==> config.mk <==
export PLATFORM = sky130hd
export DESIGN_NAME = fetch_queue
export DESIGN_NICKNAME = d
export VERILOG_FILES = /design/src/rtl/fetch_queue_pkg.sv /design/src/rtl/fetch_queue_mem.sv /design/src/rtl/fetch_queue.sv
export SDC_FILE = /design/constraint.sdc
export NUM_CORES = 1
export LEC_CHECK = 0
export CAP_MARGIN = 20
export CORE_ASPECT_RATIO = 1.5
export CORE_MARGIN = 10
export CORE_UTILIZATION = 35
export CTS_CLUSTER_SIZE = 14
export DETAILED_ROUTE_END_ITERATION = 8
export PLACE_DENSITY = 0.6
export SYNTH_ARGS = -nofsm -noshare
export SYNTH_HDL_FRONTEND = slang
export SYNTH_SLANG_ARGS = --single-unit
==> constraint.sdc <==
create_clock -name clk -period 4 [get_ports clk]
set_clock_uncertainty 0.2 [all_clocks]
set_input_delay 0.8 -clock clk [delete_from_list [all_inputs] [get_ports clk]]
set_output_delay 0.8 -clock clk [all_outputs]
set_load 0.1 [all_outputs]
==> src/rtl/fetch_queue_pkg.sv <==
// Shared fetch/decode pipeline definitions: default word widths and the
// fetch-word record passed between the fetch, queue and decode stages.
package fetch_queue_pkg;

    localparam int WORD_W = 32;
    localparam int ADDR_W = 16;

    typedef struct packed {
        logic [WORD_W-1:0] inst;
        logic [ADDR_W-1:0] pc;
    } fetch_word_t;

endpackage

==> src/rtl/fetch_queue_mem.sv <==
// Entry storage for the fetch queue: synchronous write, asynchronous read.
module fetch_queue_mem
    import fetch_queue_pkg::*;
#(
    parameter int W     = WORD_W + ADDR_W,
    parameter int DEPTH = 4,
    parameter int AW    = $clog2(DEPTH)
) (
    input  logic          clk,
    input  logic          we,
    input  logic [AW-1:0] waddr,
    input  logic [W-1:0]  wdata,
    input  logic [AW-1:0] raddr,
    output logic [W-1:0]  rdata
);

    logic [W-1:0] mem [DEPTH];

    // No reset: contents are only meaningful below the occupancy count.
    always_ff @(posedge clk) begin
        if (we) mem[waddr] <= wdata;
    end

    assign rdata = mem[raddr];

endmodule

==> src/rtl/fetch_queue.sv <==
// Fetch-to-decode instruction FIFO with early back-pressure (one slot held
// back for the word already in flight) and single-cycle branch flush.
module fetch_queue
    import fetch_queue_pkg::*;
#(
    parameter int WORD  = WORD_W,
    parameter int ADDR  = ADDR_W,
    parameter int DEPTH = 4
) (
    input  logic                     clk,
    input  logic                     reset,
    input  logic                     v_i,
    input  logic [WORD-1:0]          inst_i,
    input  logic [ADDR-1:0]          pc_i,
    output logic                     stall_o,
    input  logic                     flush,
    output logic                     v_o,
    output logic [WORD-1:0]          inst_o,
    output logic [ADDR-1:0]          pc_o,
    input  logic                     stall_i,
    output logic [$clog2(DEPTH):0]   count_o,
    output logic                     ovf_o
);

    localparam int CW = $clog2(DEPTH);
    localparam logic [CW:0] FULL     = (CW+1)'(DEPTH);
    localparam logic [CW:0] STALL_AT = (CW+1)'(DEPTH - 1);

    logic [CW-1:0]        rd, wr;
    logic [CW:0]          count;
    logic                 ovf;
    logic                 push, pop;
    logic [WORD+ADDR-1:0] rdata;

    assign pop  = v_o & ~stall_i;
    assign push = v_i & ((count < FULL) | pop);

    always_ff @(posedge clk) begin
        if (!reset) begin
            rd    <= '0;
            wr    <= '0;
            count <= '0;
            ovf   <= 1'b0;
        end else if (flush) begin
            rd    <= '0;
            wr    <= '0;
            count <= '0;
        end else begin
            if (push) wr <= wr + 1'b1;
            if (pop)  rd <= rd + 1'b1;
            count <= count + {{CW{1'b0}}, push} - {{CW{1'b0}}, pop};
            // Word arriving at a full, non-draining queue is dropped.
            if (v_i && count == FULL && !pop) ovf <= 1'b1;
        end
    end

    fetch_queue_mem #(
        .W     (WORD + ADDR),
        .DEPTH (DEPTH),
        .AW    (CW)
    ) u_mem (
        .clk   (clk),
        .we    (push & ~flush & reset),
        .waddr (wr),
        .wdata ({inst_i, pc_i}),
        .raddr (rd),
        .rdata (rdata)
    );

    assign v_o     = (count != '0);
    assign inst_o  = v_o ? rdata[WORD+ADDR-1:ADDR] : '0;
    assign pc_o    = v_o ? rdata[ADDR-1:0] : '0;
    assign stall_o = (count >= STALL_AT);
    assign count_o = count;
    assign ovf_o   = ovf;

endmodule

# After elaboration in Yosys (flattened, before gate mapping)

Memories as Yosys holds them, arrays and structs flattened. A register that Yosys moved wholly into a read port is not among the register bits.
Cells that the tools add are included.

Bits in registers: 8
Memory bits (writable): 192
Bits of input ports: 53
Memories: 1

Memory list:

| memory    | words | width | read ports | clocked after Yosys merged registers in | write ports | RTL line              | source |
|---|---|---|---|---|---|---|---|
| u_mem.mem | 4     | 48    | 1          | 1                                       | 1           | fetch_queue_mem.sv:17 | `logic [W-1:0] mem [DEPTH];` |

Add/subtract/negate cells: 4
$lt $le $gt $ge: 2
Equality and inequality tests: 1
Mux-type cells: 6
Bitwise logic cells: 8
Reduce and logical (&&, ||, !) cells: 6

Operators by type and width:

| cell                                                                   | number |
|---|---|
| 32-bit 2-to-1 mux                                                      | 1 |
| 16-bit 2-to-1 mux                                                      | 1 |
| 2-bit by 1-bit adder with 2-bit output (second input constant)         | 2 |
| 1-bit AND                                                              | 4 |
| 2-bit 2-to-1 mux                                                       | 2 |
| 3-bit by 1-bit adder with 3-bit output                                 | 1 |
| 3-bit == test (second input constant)                                  | 1 |
| 3-bit by 2-bit >= comparator with 1-bit output (second input constant) | 1 |
| 3-bit < comparator (second input constant)                             | 1 |
| 1-bit NOT                                                              | 3 |
| 3-bit nonzero test                                                     | 1 |
| 3-bit by 1-bit subtractor with 3-bit output                            | 1 |
| 1-bit logical AND                                                      | 2 |
| 1-bit 2-to-1 mux                                                       | 2 |
| 2-bit AND reduction                                                    | 1 |
| 2-bit OR reduction                                                     | 1 |
| 1-bit logical NOT                                                      | 1 |
| 1-bit OR                                                               | 1 |

# Longest topological paths before layout

Word-level depth: 8
Gate-level depth with buffers: 9
Depth with buffers taken out: 8

# By module

From an unflattened synthesis, not the netlist that was laid out.

Cells, all modules: 352
Area total of the unflattened synthesis: 7674.9 um^2

Modules (own cells, without submodules):

| module          | instances | cells each | area each (um^2) | sequential area each (um^2) |
|---|---|---|---|---|
| fetch_queue_mem | 1         | 254        | 6949.2           | 5765.5 |
| fetch_queue     | 1         | 98         | 725.7            | 160.2 |

# Worst setup path after synthesis

No wires, ideal clock.

Path kind: flip-flop to output port
From: register count[1] (netlist: count_o[1])
To: output port inst_o[0]
Data arrival time: 2.801 ns
Required time: 3.000 ns
Setup slack: 0.199 ns
Cell stages (with the launch flop): 4
Cell sequence: dfxtp_1 nor3_2 clkbuf_1 nor2b_1

Cells in the longest elaborated chain, start to end: 2

RTL lines:

| element                | RTL line          | source |
|---|---|---|
| from (decl)            | fetch_queue.sv:30 | `logic [CW:0] count;` |
| from (signal assigned) | fetch_queue.sv:51 | `count <= count + {{CW{1'b0}}, push} - {{CW{1'b0}}, pop};` |
| 3-bit nonzero test     | fetch_queue.sv:70 | `assign v_o = (count != '0);` |
| 32-bit 2-to-1 mux      | fetch_queue.sv:71 | `assign inst_o = v_o ? rdata[WORD+ADDR-1:ADDR] : '0;` |
| to (decl)              | fetch_queue.sv:18 | `output logic [WORD-1:0] inst_o,` |

Every way passes these cells.

==> metrics <==
layout cells sized above 1 0.290; clk root buf clkbuf_16; sequential element share of the synthesized area 0.769; post-CTS sizing 0; DRC 0; Worst VDD drop 271 uV; clk_lat worst skew 0.48 ns; Final Wtd Congestion between 0.7 and 0.8; syn_nets about 420; RSZ-0062 raised after global routing no; ant diodes 0; initial antenna violation count 0; multi-input combinational cell area 1680 um2; grt ovf 0; remaining antenna violation count 0; Final min period between 3 and 4 ns; Syn Area/Cell 21.5 um2; startpoint types register; final hold violations 0; Worst path max stage delay 0.65 ns; synthesized area roughly 7800 um2; drt wl/cell 20.6 um; Pwr Density 503 nW/um2; Slowest-stage cell, CP dfxtp_4; Yosys Warn Count 0; worst path arrival time 2.52 ns; Least-Margin Pin Slew roughly 0.97 ns; clk buf depth 3; FF/Latch Area 5970 um2; clk slew on worst S/H paths 0.06 ns; Fin Setup TNS 0 ns; leak pwr 3.21 nW; worst endpoint required time 3.00 ns; post-CTS setup buffers 0; Critical Path Sink Type output port; final critical-path share of the clock period 0.879; core area 21700 um2; Die H 202 um; Detail Placement HPWL 10000 um; PortBufs 106; crit path cell chain buf_4 > mux4_2 > nor2b_1 > buf_4; max cap viols 0; GRT Total Usage 0.111; Max Fclk 284 MHz; Final nets 548; highest-count cells in the layout ignoring fill and taps edfxtp_1, clkdlybuf4s50_1, buf_4; Mapped Cells 361; FP Rows 66; Distinct cells, synth 24; first-pass GRT wire length between 20000 and 30000 um; Area growth, synth to finish 27.1%; Worst path most repeated cell buf_4; initial drt markers around 230; Slew headroom 0.349; CTS tree done; worst-path maximum fanout 23; DIE WIDTH 142 um; DRT Pass-1 Iters 4; Worst Setup Path Type reg2out; I/O pin cnt 107; Final Setup Violations 0; fin. max-slew vios 0; DIE AREA between 20000 and 30000 um2; WHS between 0.2 and 0.3 ns; vias per cell just under 5; TritonCTS Sinks 202; #FFs+latches synth 202; status finished, final reports clean; worst min-delay path category reg2reg; most common cell after layout, fill and taps aside edfxtp_1; fillers 1877; Post-Route WL ~16000 um; # hold bufs at CTS 0; via count 3783; vias in the first global route ~4.2k; CTS H-tree depth 1; largest net degree at the start of global routing 55; initial core utilization 0.357; total CTS buffers 20
==> cells in the mapped netlist (all sizes together) <==
library cell,number,share of area
a21boi,1,0.00097
a21oi,5,0.0032
a32o,1,0.0013
and2,2,0.0016
and3,4,0.0032
buf,8,0.0082
clkbuf,7,0.0034
dfxtp,10,0.026
edfxtp,192,0.74
fa,1,0.0026
ha,7,0.011
inv,8,0.0039
mux4,48,0.14
nand2,6,0.0029
nand2b,2,0.0016
nor2,2,0.00097
nor2b,49,0.040
nor3,2,0.0019
o21ai,3,0.0019
or3,2,0.0016
xnor2,1,0.0011
==> critical path: cells and delay by family (launching register included) <==
family | cells | cell delay, ns
buffers and inverters | 2 | 0.65
DFF | 1 | 0.65
muxes | 1 | 0.56
and+or+nand+nor | 1 | 0.15
==> metrics by stage <==
stage                     utilization  instance area [um2]  instances  setup slack [ns]  power [mW]
after floorplan                     -                 7750        361             0.199        2.88
after global placement          0.422                 9170        737             0.678        3.08
after detailed placement        0.422                 9170        737             0.540        3.09
after CTS                       0.454                 9850        772             0.364        5.02
after global routing            0.454                 9850        772             0.274        5.13
final                           0.454                 9850        772             0.483        4.95
==> metal layers <==
| metal | GRT usage | wire length [um] | vias to the layer above |
|---|---|---|---|
| li1 | - | - | 1695 |
| met1 | 0.134 | 6350 | 1963 |
| met2 | 0.192 | 8360 | 100 |
| met3 | 0.0253 | 892 | 25 |
| met4 | 0.0337 | 307 | 0 |
| met5 | 0 | 0 | - |
==> cell type report <==
cell class                      count  area share
Clock buffer                       28      0.0590
Tap cell                          272      0.0345
Timing Repair Buffer              119       0.116
Multi-Input combinational cell    136       0.171
Inverter                            8     0.00305
Sequential cell                   202       0.606
Clock inverter                      7      0.0107
==> flip-flops by register name, summed over array words and instances, names as in the netlist, named ones only <==
signal     count
u_mem.mem    192
count_o        3
rd             2
wr             2
ovf_o          1
==> worst paths after layout <==
| path | startpoint | endpoint | depth (start not counted) | slack, ns |
|---|---|---|---|---|
| max | register | inst_o[2] | 4 | 0.48 |
| min | ovf_o | ovf_o | 1 | 0.29 |
| max reg2reg | count_o[1] | count_o[2] | 9 | 1.34 |
| min reg2reg | ovf_o | ovf_o | 1 | 0.29 |
==> cells by family after synthesis <==
family,count (synthesis),synth area share
AND/OR/NAND/NOR,69,0.0534
XOR/XNOR,1,0.00113
multiplexers,48,0.139
adder cells (fa/ha/maj),8,0.0139
flip-flops,202,0.769
buffers and inverters,23,0.0155
AO/OA/AOI/OAI,10,0.00742
==> power by group <==
part           internal, mW  leakage [nW]  switching, mW  total (mW)
sequential             2.34          1.82         0.0139        2.35
clock                  1.20         0.334          0.720        1.92
combinational         0.173          1.06          0.506       0.679
total                  3.71          3.21           1.24        4.95
Note: power is estimated with default switching activity, not from simulation.
